**config.mk**
```make
export PLATFORM = sky130hd
export DESIGN_NAME = sync_sender
export DESIGN_NICKNAME = d
export VERILOG_FILES = /design/src/rtl/sync_sender_pkg.sv /design/src/rtl/sync_sender_fifo.sv /design/src/rtl/sync_sender.sv
export SDC_FILE = /design/constraint.sdc
export NUM_CORES = 1
export LEC_CHECK = 0
export ABC_AREA = 1
export CORE_MARGIN = 4
export CORE_UTILIZATION = 45
export CTS_CLUSTER_SIZE = 25
export DETAILED_ROUTE_END_ITERATION = 10
export GPL_TIMING_DRIVEN = 0
export HOLD_SLACK_MARGIN = 0.05
export PLACE_DENSITY = 0.64
export REMOVE_ABC_BUFFERS = 1
export SETUP_SLACK_MARGIN = 0.5
export SLEW_MARGIN = 20
export SYNTH_ARGS = -nofsm -noshare
export SYNTH_HDL_FRONTEND = slang
export SYNTH_SLANG_ARGS = --single-unit
export TNS_END_PERCENT = 10
```
**constraint.sdc**
```tcl
create_clock -name clk -period 2.8 [get_ports clk]
set_input_delay 0.28 -clock clk [delete_from_list [all_inputs] [get_ports clk]]
set_output_delay 0.28 -clock clk [all_outputs]
set_load 0.005 [all_outputs]
```
**src/rtl/sync_sender_pkg.sv**
```systemverilog
// -----------------------------------------------------------------------------
// sync_sender_pkg
// Shared definitions for the sync_sender block: default data width and the
// handshake FSM state encoding, which must match the encoding the downstream
// sync_multi logic and debug tooling expect.
// -----------------------------------------------------------------------------
package sync_sender_pkg;

    // Default word width; must agree with sync_multi's in_data width.
    localparam int DATA_WIDTHS = 8;

    // Width of the FSM state encoding.
    localparam int STATE_WIDTH = 2;

    // 4-phase handshake FSM states.
    typedef enum logic [STATE_WIDTH-1:0] {
        IDLE  = 2'd0,  // waiting for a word and for f to be released
        SETUP = 2'd1,  // tx_data loaded, v still low for setup margin
        REQ   = 2'd2,  // v high, waiting for f to rise
        REL   = 2'd3   // v low again, waiting for f to fall
    } state_t;

endpackage : sync_sender_pkg

```
**src/rtl/sync_sender_fifo.sv**
```systemverilog
// -----------------------------------------------------------------------------
// sender_fifo
// Small synchronous FIFO buffering producer words ahead of the handshake FSM.
// The head word is visible combinationally on dout so the FSM can capture it
// into its output register on the same edge that pops it.
//
// Ports:
//   clk    in   rising-edge clock
//   reset  in   asynchronous active-low reset (empties the FIFO)
//   push   in   write din (ignored when full)
//   pop    in   remove head word (ignored when empty)
//   din    in   DATA_WIDTH write data
//   dout   out  DATA_WIDTH head word (combinational)
//   count  out  number of stored words, 0..DEPTH
// -----------------------------------------------------------------------------
module sender_fifo
    import sync_sender_pkg::*;
#(
    parameter int DATA_WIDTH = DATA_WIDTHS,
    parameter int DEPTH      = 4
) (
    input  logic                       clk,
    input  logic                       reset,
    input  logic                       push,
    input  logic                       pop,
    input  logic [DATA_WIDTH-1:0]      din,
    output logic [DATA_WIDTH-1:0]      dout,
    output logic [$clog2(DEPTH):0]     count
);

    localparam int PTR_W = $clog2(DEPTH);
    localparam int CNT_W = PTR_W + 1;

    localparam logic [PTR_W-1:0] PTR_ONE  = PTR_W'(1);
    localparam logic [CNT_W-1:0] CNT_ONE  = CNT_W'(1);
    localparam logic [CNT_W-1:0] CNT_ZERO = CNT_W'(0);
    localparam logic [CNT_W-1:0] CNT_FULL = CNT_W'(DEPTH);

    logic [DATA_WIDTH-1:0] mem_r [DEPTH];
    logic [PTR_W-1:0]      wr_ptr_r;
    logic [PTR_W-1:0]      rd_ptr_r;
    logic [CNT_W-1:0]      count_r;

    logic                  push_ok_s;
    logic                  pop_ok_s;

    // Qualify requests so an overflow or underflow can never corrupt state.
    always_comb begin
        push_ok_s = push && (count_r != CNT_FULL);
        pop_ok_s  = pop  && (count_r != CNT_ZERO);
    end

    // Storage array; pointers wrap naturally because DEPTH is a power of two.
    always_ff @(posedge clk or negedge reset) begin
        if (!reset) begin
            for (int i = 0; i < DEPTH; i++) begin
                mem_r[i] <= '0;
            end
        end else if (push_ok_s) begin
            mem_r[wr_ptr_r] <= din;
        end
    end

    // Read/write pointers and occupancy count.
    always_ff @(posedge clk or negedge reset) begin
        if (!reset) begin
            wr_ptr_r <= '0;
            rd_ptr_r <= '0;
            count_r  <= '0;
        end else begin
            if (push_ok_s) begin
                wr_ptr_r <= wr_ptr_r + PTR_ONE;
            end
            if (pop_ok_s) begin
                rd_ptr_r <= rd_ptr_r + PTR_ONE;
            end
            // Simultaneous push and pop leaves the count unchanged.
            case ({push_ok_s, pop_ok_s})
                2'b10:   count_r <= count_r + CNT_ONE;
                2'b01:   count_r <= count_r - CNT_ONE;
                default: count_r <= count_r;
            endcase
        end
    end

    assign dout  = mem_r[rd_ptr_r];
    assign count = count_r;

endmodule : sender_fifo

```
**src/rtl/sync_sender.sv**
```systemverilog
// -----------------------------------------------------------------------------
// sync_sender
// Sender side of a 4-phase (return-to-zero) handshake feeding sync_multi.
// Producer words enter through a valid/ready port into sender_fifo. The FSM
// loads one word into tx_data, waits a setup cycle, raises v, waits for f to
// rise, drops v, waits for f to fall, then counts the transfer.
//
// Ports:
//   clk       in   rising-edge clock
//   reset     in   asynchronous active-low reset
//   wr_data   in   DATA_WIDTH producer word
//   wr_valid  in   producer offers wr_data
//   wr_ready  out  FIFO not full
//   tx_data   out  DATA_WIDTH registered word to sync_multi.in_data
//   v         out  registered request to sync_multi.v
//   f         in   acknowledge from sync_multi (already clk-synchronous)
//   busy      out  transfer in progress or words pending
//   sent_cnt  out  CNT_WIDTH count of completed handshakes (wraps)
// -----------------------------------------------------------------------------
module sync_sender
    import sync_sender_pkg::*;
#(
    parameter int DATA_WIDTH = DATA_WIDTHS,
    parameter int FIFO_DEPTH = 4,
    parameter int CNT_WIDTH  = 16
) (
    input  logic                  clk,
    input  logic                  reset,
    input  logic [DATA_WIDTH-1:0] wr_data,
    input  logic                  wr_valid,
    output logic                  wr_ready,
    output logic [DATA_WIDTH-1:0] tx_data,
    output logic                  v,
    input  logic                  f,
    output logic                  busy,
    output logic [CNT_WIDTH-1:0]  sent_cnt
);

    localparam int FCNT_W = $clog2(FIFO_DEPTH) + 1;

    localparam logic [FCNT_W-1:0]    FCNT_ZERO = FCNT_W'(0);
    localparam logic [FCNT_W-1:0]    FCNT_FULL = FCNT_W'(FIFO_DEPTH);
    localparam logic [CNT_WIDTH-1:0] SENT_ONE  = CNT_WIDTH'(1);

    state_t                state_r;
    state_t                state_s;

    logic [FCNT_W-1:0]     count_s;
    logic [DATA_WIDTH-1:0] head_s;
    logic                  push_s;
    logic                  pop_s;
    logic                  v_next_s;
    logic                  sent_inc_s;

    logic [DATA_WIDTH-1:0] tx_data_r;
    logic                  v_r;
    logic [CNT_WIDTH-1:0]  sent_cnt_r;

    // Full blocks pushes even when a pop happens in the same cycle.
    assign wr_ready = (count_s != FCNT_FULL);
    assign push_s   = wr_valid && wr_ready;

    sender_fifo #(
        .DATA_WIDTH (DATA_WIDTH),
        .DEPTH      (FIFO_DEPTH)
    ) u_fifo (
        .clk   (clk),
        .reset (reset),
        .push  (push_s),
        .pop   (pop_s),
        .din   (wr_data),
        .dout  (head_s),
        .count (count_s)
    );

    // FSM state register.
    always_ff @(posedge clk or negedge reset) begin
        if (!reset) begin
            state_r <= IDLE;
        end else begin
            state_r <= state_s;
        end
    end

    // FSM next-state logic. IDLE also waits for f low so a stale acknowledge
    // left over from an aborted handshake is never taken as a new one.
    always_comb begin
        state_s = state_r;
        case (state_r)
            IDLE: begin
                if ((count_s != FCNT_ZERO) && !f) begin
                    state_s = SETUP;
                end else begin
                    state_s = IDLE;
                end
            end
            SETUP: begin
                state_s = REQ;
            end
            REQ: begin
                if (f) begin
                    state_s = REL;
                end else begin
                    state_s = REQ;
                end
            end
            REL: begin
                if (!f) begin
                    state_s = IDLE;
                end else begin
                    state_s = REL;
                end
            end
            default: begin
                state_s = IDLE;
            end
        endcase
    end

    // FSM output decode: FIFO pop/load, next request level, counter strobe.
    always_comb begin
        pop_s      = 1'b0;
        v_next_s   = 1'b0;
        sent_inc_s = 1'b0;
        case (state_r)
            IDLE: begin
                pop_s = (count_s != FCNT_ZERO) && !f;
            end
            SETUP: begin
                v_next_s = 1'b1;
            end
            REQ: begin
                v_next_s = !f;
            end
            REL: begin
                sent_inc_s = !f;
            end
            default: begin
                pop_s      = 1'b0;
                v_next_s   = 1'b0;
                sent_inc_s = 1'b0;
            end
        endcase
    end

    // Output data register: loads only on IDLE->SETUP, so it is stable
    // for the whole handshake.
    always_ff @(posedge clk or negedge reset) begin
        if (!reset) begin
            tx_data_r <= '0;
        end else if (pop_s) begin
            tx_data_r <= head_s;
        end
    end

    // Request register; the async reset drops v immediately on abort.
    always_ff @(posedge clk or negedge reset) begin
        if (!reset) begin
            v_r <= 1'b0;
        end else begin
            v_r <= v_next_s;
        end
    end

    // Completed-handshake counter, advanced on REL->IDLE, wraps.
    always_ff @(posedge clk or negedge reset) begin
        if (!reset) begin
            sent_cnt_r <= '0;
        end else if (sent_inc_s) begin
            sent_cnt_r <= sent_cnt_r + SENT_ONE;
        end
    end

    assign tx_data  = tx_data_r;
    assign v        = v_r;
    assign sent_cnt = sent_cnt_r;
    assign busy     = (state_r != IDLE) || (count_s != FCNT_ZERO);

endmodule : sync_sender

```
## After elaboration in Yosys (flattened, before gate mapping)

Cells that the tools add are included.

- Flip-flop bits (word level): 66
- Output and inout bits: 27

- Add/subtract/negate cells: 5
- Magnitude comparators: 3
- Equal/unequal tests: 6
- Mux-type cells: 14
- Bitwise operators: 2
- Reductions and logical operators: 11

Operators by type and width:

| cell | number |
|---|---|
| $bwmux 32 | 1 |
| $mux 8 | 3 |
| $add 16x1->16 const B | 1 |
| $bmux 8 s2 | 1 |
| $demux 8 s2 | 1 |
| $pmux 2 s4 | 1 |
| $eq 2x2->1 const B | 3 |
| $ge 3x3->1 const B | 2 |
| $not 2->3 | 2 |
| $pmux 3 s2 | 1 |
| $logic_and 1x1->1 | 5 |
| $add 2x1->2 const B | 2 |
| $eq 2x1->1 const B | 2 |
| $mux 1 | 4 |
| $reduce_bool 2->1 | 2 |
| $add 3x1->3 const B | 1 |
| $lt 3x1->1 const B | 1 |
| $ne 3x3->1 const B | 1 |
| $reduce_bool 3->1 | 1 |
| $sub 3x1->3 const B | 1 |
| $logic_not 2->1 | 1 |
| $mux 2 | 1 |
| $pmux 1 s2 | 1 |
| $logic_not 1->1 | 1 |
| $logic_or 1x1->1 | 1 |

## Logic depth before layout (Yosys ltp)

Gate-level depths: netlist of the first run.

- Depth in word-level cells: 6
- Gate-level depth with buffers: 11

## Modules after synthesis

A second synthesis of the first run with hierarchy kept.

- Cell total of the unflattened synthesis: 420
- Area total of the unflattened synthesis: 3512.1 µm²

By module, submodules not included:

| module | times used | cells an instance | area an instance (µm²) | sequential area each (µm²) |
|---|---|---|---|---|
| sender_fifo | 1 | 249 | 2055.7 | 975.9 |
| sync_sender | 1 | 171 | 1456.4 | 675.6 |

## Worst setup path before layout of the first run

No wires, ideal clock.

- Path kind: reg-to-reg
- From: reg state_r[1]
- To: reg u_fifo.count_r[2] (netlist: u_fifo.count[2])
- Setup time: 0.131 ns
- Arrival: 1.965 ns
- Data required time: 2.669 ns
- Setup slack: 0.704 ns
- Cell stages (with the launch flop): 12
- Clock period less this slack: 2.096 ns
- Cell sequence: dfrtp_1 -> inv_1 -> ha_1 -> inv_1 -> nor2_4 -> buf_6 -> ha_1 -> inv_1 -> fa_1 -> a21oi_1 -> o21ai_0 -> xor2_1

- Word-level cells in the longest chain between the ends: 5

RTL lines:

| what | line | text |
|---|---|---|
| from (decl) | sync_sender.sv:45 | `state_t state_r;` |
| from (signal assigned) | sync_sender.sv:81 | `state_r <= state_s;` |
| $logic_not 2->1 (*) | sync_sender.sv:125 | `case (state_r)` |
| $mux 1 (*) | sync_sender.sv:125 |  |
| $logic_and 1x1->1 (*) | sync_sender_fifo.sv:50 | `pop_ok_s = pop && (count_r != CNT_ZERO);` |
| net u_fifo.pop_ok_s | sync_sender_fifo.sv:45 | `logic pop_ok_s;` |
| $eq 2x1->1 or $eq 2x2->1 (tied branches) | sync_sender_fifo.sv:78 | `case ({push_ok_s, pop_ok_s})` |
| $pmux 3 s2 or $reduce_bool 2->1 (tied branches) | n/a |  |
| to (signal assigned) | sync_sender_fifo.sv:79 | `2'b10: count_r <= count_r + CNT_ONE;` |
| to (signal assigned) | sync_sender_fifo.sv:80 | `2'b01: count_r <= count_r - CNT_ONE;` |
| to (signal assigned) | sync_sender_fifo.sv:81 | `default: count_r <= count_r;` |
| to (decl) | sync_sender_fifo.sv:42 | `logic [CNT_W-1:0] count_r;` |

The timed path passes the listed nets; every way through them passes the cells marked *.
A chain may end at the register's enable or synchronous reset.

## Worst setup path after layout of the first run

- From: reg state_r[0]
- To: reg u_fifo.count_r[2] (netlist: u_fifo.count[2])

- Word-level cells in the longest chain between the ends: 5

RTL lines:

| what | line |
|---|---|
| $logic_not 2->1 (*) | sync_sender.sv:125 |
| $mux 1 (*) | sync_sender.sv:125 |
| $logic_and 1x1->1 (*) | sync_sender_fifo.sv:50 |
| $eq 2x1->1 or $eq 2x2->1 (tied branches) | sync_sender_fifo.sv:78 |
| $pmux 3 s2 or $reduce_bool 2->1 (tied branches) | n/a |

Mark *: on every way between the ends. The rest lies on a longest branch, timed or not.

==> flow_summary.ini, run 1 <==
[route]
vias_per_cell = 4.82
route.antenna.remaining_nets = 0
detail_route.first_pass.iterations = 4
drt_first_iter_violations = 101
post_drt_wl_per_cell_um = 13.1
vias = 2282
post-route-drc-count = 0
wl_um = 6190

[placed_design]
placed_area_um2 = 3620
gp_congestion = 0.791
post-dp-hpwl_um = 4230
io_buffers = 38

[cts]
root_buffer_cell = sky130_fd_sc_hd__clkbuf_8
clk_pin_slew_worst_paths_ns = 0.07
cts_made_buffers = 9
ctsLongestPathBuffers = 2
cts_tree = yes
cts.sinks = 66
clock_latency_late_sink_ns = 0.34
number_of_h_tree_levels = 3

[final_layout]
final_util_pct = 55.6
synth_to_final_area_change_pct = 19.9
design.final.nets = 396
num-fill-cells = 637
design_area_um2 = 3800
post_route_cells_drive_above_1_share_pct = 12.5
antennaDiodeCount = 0

[die]
start_util_pct = 46.4
die_h_um = 91.9
number_of_primary_i_o_pins = 39
dieArea_um2 = 8440
floorplan.die.width_um = 91.9
floorplan.rows = 30
fp.coreArea_um2 = 6830

[setup_path]
maximum_net_fanout_on_the_critical_path = 9
critical_path.cell_chain = inv_1 -> ha_1 -> inv_2 -> nor2_4 -> ha_1 -> inv_1 -> fa_1 -> a21oi_1 -> o21ai_0 -> xor2_1
setup.worst_path.end_class = flip-flop
critPathMaxStageDelay_ns = 0.43
crit_path_start_kind = flip-flop
worst_r2r_startpoint = state_r[0]
cp_data_arrival_time_ns = 2.28
worst_ep_required_time_ns = 3.02
worstSetupPathType = flip-flop to flip-flop
crit_path_start = state_r[0]
critical_path.slowest_cell = sky130_fd_sc_hd__dfrtp_1

[yosys]
syn_area_per_cell_um2 = 9.63
ys_dominant_reg_cell = sky130_fd_sc_hd__dfrtp_1
synth_edf_count = 0
async_flop_share_pct = 100
syn-instance-count = 329
synth.area.top_cells = sky130_fd_sc_hd__dfrtp_1, sky130_fd_sc_hd__nand2_1, sky130_fd_sc_hd__o21ai_0
count_of_cell_types_in_the_netlist = 30
synth_sequential_area_ratio_pct = 52.2
synth_top_cells_by_count = sky130_fd_sc_hd__nand2_1, sky130_fd_sc_hd__dfrtp_1, sky130_fd_sc_hd__o21ai_0, sky130_fd_sc_hd__o21ai_1, sky130_fd_sc_hd__nor2_1
synth_warnings = 0
post-synth-top-count-cell = sky130_fd_sc_hd__nand2_1
synthDominantAreaCellType = sky130_fd_sc_hd__dfrtp_1
synth.top_cell.area_share_pct = 52.2
mappedNetlistArea_um2 = 3170
ys_ff_latch = 66

[timing]
worst_pin_slew_ns = 0.653
period_share_pct = 73.6
maxSlewViolCount = 0
finalHoldViolations = 0
fmax_ghz = 0.485
relSlewSlack_pct = 56.4
finalCriticalPeriod_ns = 2.06
grt_setup_unrepaired = no
finalSetupViolations = 0
timing.setup.tns_ns = 0
clock-skew-final_ns = 0.00786

[global_route]
first_global_vias = 2304
grt_util_all_layers_pct = 16.4
grt_first_pass_wirelength_um = 10900
largest_net_degree_at_the_start_of_global_routing = 58
grt.overflow.total = 0
grt_antenna_before_repair = 0

[power]
combPwrFrac_pct = 37.9
seqPwrFrac_pct = 43.3
total_switching_power_uw = 1380
internal_power_uw = 2260
p_leak_uw = 0.00177
power.switching_fraction_pct = 37.8
finalPower_uw = 3640
power-per-cell-area_nw_per_um2 = 959
peakVddDrop_mv = 0.440
share_clk_of_total_power_pct = 18.9

[run_status]
run_status = complete, no violations

[flow_run]
timing.max_cap.violations = 0

[hold_path]
min-delay-path-class = primary input to asynchronous set/reset pin
layout by cell type, fill, tap and decap left out, types with 2 or more instances in the layout:
cell	instances
sky130_fd_sc_hd__o21ai_1	25
sky130_fd_sc_hd__nor2_4	3
sky130_fd_sc_hd__nor2_1	23
sky130_fd_sc_hd__nand3_1	3
sky130_fd_sc_hd__xor2_1	7
sky130_fd_sc_hd__o21ai_2	7
sky130_fd_sc_hd__clkdlybuf4s50_1	37
sky130_fd_sc_hd__o22ai_1	8
sky130_fd_sc_hd__xnor2_1	9
sky130_fd_sc_hd__nor3_2	2
sky130_fd_sc_hd__inv_2	4
sky130_fd_sc_hd__a21oi_1	3
sky130_fd_sc_hd__nand4_1	5
sky130_fd_sc_hd__o21ai_0	30
sky130_fd_sc_hd__dfrtp_1	66
sky130_fd_sc_hd__clkbuf_8	10
sky130_fd_sc_hd__nand3_2	3
sky130_fd_sc_hd__buf_4	2
sky130_fd_sc_hd__clkbuf_1	3
sky130_fd_sc_hd__inv_1	21
sky130_fd_sc_hd__nand3b_1	2
sky130_fd_sc_hd__clkinv_2	3
sky130_fd_sc_hd__nand2_4	7
sky130_fd_sc_hd__nand2_1	74
sky130_fd_sc_hd__ha_1	11
layer usage:
| layer | up-vias | GRT usage [%] | wire length (um) |
|---|---|---|---|
| met5 | - | 0 | 0 |
| met4 | 0 | 4.33 | 38 |
| met3 | 4 | 6.23 | 328 |
| met2 | 48 | 26.7 | 2990 |
| met1 | 1064 | 20.4 | 2830 |
| li1 | 1166 | - | - |
sequential cells by signal (all words and copies together) (netlist names):
register,count
tx_data,8
state_r,2
u_fifo.wr_ptr_r,2
u_fifo.rd_ptr_r,2
u_fifo.count,3
u_fifo.mem_r,32
v,1
sent_cnt,16
cells by family (layout without fill, tap and decap cells):
group                      count (synthesis)  in the layout  share of synthesized area [%]
xor gates and xnor gates                  16             16                           4.43
DFF                                       66             66                           52.2
AOI/OAI and AO/OA                         73             73                           12.7
buffers and inverters                     35             83                           5.73
and+or+nand+nor                          126            126                           19.7
adders and majority gates                 12             12                           4.98
muxes                                      1              1                          0.356
power groups by stage:
| stage | clock (uW) | sequential (uW) | combinational (uW) |
|---|---|---|---|
| global route | 766 | 1630 | 1580 |
| floorplan | 0 | 1530 | 944 |
| CTS | 711 | 1580 | 1400 |
| finish | 687 | 1580 | 1380 |
| detailed placement | 0 | 1590 | 1380 |
| global placement | 0 | 1580 | 1350 |
critical path: cells and delay by family (launching register included):
family	cells	cell delay, ns
xor gates and xnor gates	1	0.15
AOI/OAI and AO/OA	2	0.25
and+or+nand+nor	1	0.11
DFF	1	0.43
buffers and inverters	3	0.28
adders and majority gates	3	0.72
final cells by class:
cell class	instances	area (um2)	area share [%]
Tap cell	96	120	3.16
Clock buffer	13	149	3.92
Clock inverter	3	15.0	0.395
Inverter	26	105	2.77
Timing Repair Buffer	41	423	11.1
Multi-Input combinational cell	228	1330	35.1
Sequential cell	66	1650	43.5
timing repair:
action,in CTS,in global routing
pin swaps,1,0
hold buffers,1,0
hold endpoints to repair,52,0
resized for setup,0,1
setup endpoints to repair,1,1
setup buffers,1,0
path summary, 6_finish.rpt:
kind,cells after the start,endpoint,slack (ns)
min in group clk,2,u_fifo.mem_r[16],0.48
worst min register to register,2,u_fifo.mem_r[16],0.48
max in group asynchronous,3,sent_cnt[12],1.99
worst max-delay path,10,u_fifo.count[2],0.74
worst max register to register,10,u_fifo.count[2],0.74
worst min-delay path,2,u_fifo.mem_r[7],0.31
metrics by stage:
stage	setup slack, ns	cells	hold WS, ns
final	0.738	473	0.312
after global routing	0.512	473	0.321
after CTS	0.635	473	0.305
after detailed placement	0.331	455	0.129
after global placement	-0.819	454	0.461
after floorplan	0.703	320	-0.0156
(Power assumes the default switching activity.)
==> run 2: changes to the inputs <==
--- a/config.mk
+++ b/config.mk
@@ -12,7 +12,7 @@
 export DETAILED_ROUTE_END_ITERATION = 10
 export GPL_TIMING_DRIVEN = 0
 export HOLD_SLACK_MARGIN = 0.05
-export PLACE_DENSITY = 0.64
+export PLACE_DENSITY = 0.66
 export REMOVE_ABC_BUFFERS = 1
 export SETUP_SLACK_MARGIN = 0.5
 export SLEW_MARGIN = 20
==> constraint.sdc (replaced) <==
create_clock -name clk -period 1.75 [get_ports clk]
set_input_delay 0.175 -clock clk [delete_from_list [all_inputs] [get_ports clk]]
set_output_delay 0.175 -clock clk [all_outputs]
set_load 0.005 [all_outputs]
==> flow_summary.ini, run 2 (synthesis results as in run 1) <==
[setup_path]
r2r_cell_count = 10
worstSetupPathType = flip-flop to flip-flop
crit_path_start = state_r[0]
worst_ep_required_time_ns = 1.98
worst_r2r_startpoint = state_r[0]
regToRegSetupSlack_ns = -0.16
cp_data_arrival_time_ns = 2.13
worst_r2r_endpoint = u_fifo.count[2]
crit_path_start_kind = flip-flop
setup.worst_path.end_class = flip-flop
maximum_net_fanout_on_the_critical_path = 2

[final_layout]
most_used_cells_in_the_layout_excluding_fill_and_tap_cells = sky130_fd_sc_hd__dfrtp_1, sky130_fd_sc_hd__nand2_1, sky130_fd_sc_hd__o21ai_0
synth_to_final_area_change_pct = 34.1
register_area_um2 = 1660
multiInputGateArea_um2 = 1630
num-fill-cells = 597
design.final.nets = 416
post_route_cells_drive_above_1_share_pct = 31.7
antennaDiodeCount = 0
layout.cells.most_common = sky130_fd_sc_hd__dfrtp_1
post_layout_nonfiller_instances = 493
largest_register_ffs = 32
design_area_um2 = 4250
largest-register = u_fifo.mem_r

[cts]
cts_tree = yes
cts_made_buffers = 9
ctsLongestPathBuffers = 2
number_of_h_tree_levels = 3
clk_pin_slew_worst_paths_ns = 0.07
cts.sinks = 66
clock_latency_late_sink_ns = 0.34
root_buffer_cell = sky130_fd_sc_hd__clkbuf_8

[power]
finalPower_uw = 6650
power-per-cell-area_nw_per_um2 = 1570
peakVddDrop_mv = 0.859
p_leak_uw = 0.00196

[route]
post-route-drc-count = 0
vias = 2434
detail_route.first_pass.iterations = 4
vias_per_cell = 4.94
post_drt_wl_per_cell_um = 14.3
route.antenna.remaining_nets = 0
wl_um = 7040
drt_first_iter_violations = 81

[placed_design]
dp_cells = 455
io_buffers = 38
gp_congestion = 0.802
placed_area_um2 = 3610
post-dp-hpwl_um = 4220

[die]
start_util_pct = 46.4
fp.coreArea_um2 = 6830
floorplan.rows = 30
floorplan.die.width_um = 91.9
number_of_primary_i_o_pins = 39
dieArea_um2 = 8440
die_h_um = 91.9

[timing]
worst_pin_slew_ns = 0.358
layout_setup_ws_ns = -0.157
hold-worst-slack_ns = 0.288
period_share_pct = 109
grt_setup_unrepaired = yes
finalSetupViolations = 2
maxSlewViolCount = 0
timing.setup.tns_ns = -0.166
clock-skew-final_ns = 0.00745
relSlewSlack_pct = 76.1
finalCriticalPeriod_ns = 1.91
fmax_ghz = 0.525
finalHoldViolations = 0

[global_route]
grt.overflow.total = 0
grt_first_pass_wirelength_um = 11900
largest_net_degree_at_the_start_of_global_routing = 41
first_global_vias = 2470
grt_util_all_layers_pct = 17.9
grt_antenna_before_repair = 0

[run_status]
failed_checks = negative setup slack
run_status = complete, but fails checks

[flow_run]
timing.max_cap.violations = 0

[hold_path]
min-delay-path-class = primary input to asynchronous set/reset pin
## run 2: final cells by class
cell class | count | share of cell area (%)
Tap cell | 96 | 2.83
Clock inverter | 3 | 0.354
Multi-Input combinational cell | 228 | 38.4
Timing Repair Buffer | 61 | 13.2
Sequential cell | 66 | 39.0
Clock buffer | 13 | 3.51
Inverter | 26 | 2.77
## run 2: worst max path at each step
stage,endpoint,slack [ns]
after floorplan,u_fifo.count[2],-0.35
after global placement,v,-1.74
after detailed placement,u_fifo.count[2],-0.76
after CTS,u_fifo.count[2],-0.1
after global routing,u_fifo.count[2],-0.24
final,u_fifo.count[2],-0.16
## run 2: metal layers
metal	vias to the layer above	part of all wire [%]	track usage (%)
met4	0	1.8	8.79
met3	11	2.5	3.61
li1	1209	-	-
met5	-	0	0
met2	37	48	27.6
met1	1177	47	24.2
## run 2: critical path, stage by stage, from the launching register on
cell	delay, ns
sky130_fd_sc_hd__dfrtp_1	0.41
sky130_fd_sc_hd__inv_2	0.09
sky130_fd_sc_hd__ha_4	0.14
sky130_fd_sc_hd__clkinvlp_4	0.10
sky130_fd_sc_hd__nor2_4	0.15
sky130_fd_sc_hd__ha_4	0.14
sky130_fd_sc_hd__inv_2	0.04
sky130_fd_sc_hd__fa_2	0.36
sky130_fd_sc_hd__a21oi_2	0.13
sky130_fd_sc_hd__o21ai_1	0.08
sky130_fd_sc_hd__xor2_1	0.14
## run 2: through the flow
step	worst slack [ns]	util, %
CTS	-0.0951	57.9
global placement	-1.74	52.6
floorplan	-0.347	-
detailed placement	-0.761	52.8
global route	-0.239	62.2
finish	-0.157	62.2
## run 2: repair_timing
item / CTS / global route
endpoints found under the hold margin: 26 / 0
gates cloned: 0 / 0
endpoints found under the setup margin: 54 / 70
hold buffers: 1 / 0
pin swaps: 14 / 48
gates resized for setup: 64 / 72
setup buffers: 14 / 7
## run 2: report_power, final
group | switching [uW] | total, uW | leakage, uW | internal (uW)
Combinational | 1650 | 2980 | 0.00104 | 1340
Clock | 566 | 1110 | 0.0000872 | 548
Sequential | 447 | 2560 | 0.000839 | 2110
==> run 3: changes to the inputs <==
--- a/config.mk
+++ b/config.mk
@@ -6,6 +6,7 @@
 export NUM_CORES = 1
 export LEC_CHECK = 0
 export ABC_AREA = 1
+export CAP_MARGIN = 20
 export CORE_MARGIN = 4
 export CORE_UTILIZATION = 45
 export CTS_CLUSTER_SIZE = 25
==> results of run 3 <==
No change in the layout: final DEF, timing and power equal those of run 2.
==> RTL edit: new RTL, settings of run 2 <==
The parameter `FIFO_DEPTH` goes from 4 to 8.
--- a/src/rtl/sync_sender.sv
+++ b/src/rtl/sync_sender.sv
@@ -23,3 +23,3 @@
     parameter int DATA_WIDTH = DATA_WIDTHS,
-    parameter int FIFO_DEPTH = 4,
+    parameter int FIFO_DEPTH = 8,
     parameter int CNT_WIDTH  = 16
Behaviour: not the same (Yosys sat finds a counterexample within 10 cycles, from zero or initial values and one cycle with reset low).
==> RTL edit against run 2 <==
The flow still finishes with violations (setup timing). Total power grew 50%. Area after synthesis grew 52%. Design area grew 44%. Sequential cell count grew 35. Non-clock buffer count grew 5. Fmax shrank 0.21%. Clock power grew 44%. Wire length grew 69%. Clock skew grew 0.0077 ns. Synthesized cell count grew 72%. Die area grew 47%. Setup slack lost 0.0041 ns. Critical path type unchanged. Highest routed layer unchanged.
==> RTL edit: results (changes against run 2) <==
status = finished, violations left
failing checks = setup timing
Reg area = 0.00253 mm² (+53%)
share of layout cells above drive strength 1 = 0.169 (-0.149)
final setup violation count = 6 (+4)
largest net degree at the start of global routing = 68 (+66%)
Static Leak = 0.00314 µW (+60%)
Post-Layout Cell Count = 764 (+55%)
WHS = 0.255 ns (-0.0332 ns)
Synth cell types = 28 (-6.7%)
worst reg-to-reg path cell count = 12 (+2)
setup_tns = -0.316 ns (-0.150 ns)
placed cell count = 719 (+58%)
wire length on met2 = 5.79 mm (+70%)
Tot GR Track Use = 0.190 (+0.0109)
GP Congestion = 0.839 (+4.6%)
non-clk buf share = 0.123 (-0.00884)
CP Data Arrival Time = 2.21 ns (+0.08 ns)
Mapped Avg Cell Area = 8.50 µm² (-12%)
worst setup margin = -0.161 ns (-0.00407 ns)
multi-input combinational cell count = 408 (+79%)
peak fanout along the critical path = 3 (+1)
Area contributors post-synth = dfrtp_1, nand2_1, nor2_1, o21ai_0, o21ai_1
DR WL met3 = 589 µm (+230%)
M2 GR Usage = 0.317 (+0.0407)
global routing usage on met3 = 0.0522 (+0.0161)
slew margin rel. = 0.640 (-0.121)
CP top delay family = simple AND/OR/NAND/NOR gates
global-route wire length before repair = 19.1 mm (+61%)
max FFs per register = 64 (+100%)
DP Wirelength = 6.57 mm (+56%)
met1 usage = 0.250 (+0.00808)
Max Clock Skew = 0.0151 ns (+0.00769 ns)
Final nets = 646 (+55%)
clock buf count = 12 (-1)
Clk pin slew, worst setup/hold paths = 0.10 ns (+0.03 ns)
fraction of area in multi-input gates = 0.370 (-0.0131)
pre-CTS WS = -1.50 ns (-0.738 ns)
Peak supply drop = 1.09 mV (+26%)
Placed Area = 0.00523 mm² (+45%)
bufs w/o clock = 66 (+8.2%)
number of global-route vias before repair = 3903 (+58%)
via count = 3983 (+64%)
Clock buf/inv share = 0.0361 (-0.00253)
top post-synthesis cells by count = nand2_1, dfrtp_1, nor2_1
routed len/inst = 15.5 µm (+8.8%)
Metal-1 WL = 5.31 mm (+60%)
inverter count = 37 (+42%)
RTL edit: cell count changes after synthesis, sizes merged, moves of 2 or more:
cell    delta
nor2      +61
nand2     +55
o21ai     +42
dfrtp     +35
nand3     +30
buf        +9
inv        +9
o22ai      -8
clkbuf     +4
nand4      -2
RTL edit: kinds of logic (layout without fill, tap and decap cells):
kind of cell               after synthesis  after routing  share of synthesized area
DFF                                    101            101                      0.525
xor gates and xnor gates                16             16                     0.0291
buffers and inverters                   58            119                     0.0632
muxes                                    1              1                    0.00234
and+or+nand+nor                        271            272                      0.239
AOI/OAI and AO/OA                      108            108                      0.113
adders and majority gates               11             11                     0.0286
RTL edit: power breakdown:
part	switching, µW	total [µW]	internal (µW)
clock	817	1600	784
combinational	2390	4340	1960
sequential	783	4060	3270
RTL edit: timing repair:
action,CTS,global route
hold buffers,1,0
buffers inserted,16,10
endpoints found under the hold margin,34,0
cloned,1,1
resized for setup,36,88
pin swaps,11,20
endpoints found under the setup margin,119,123
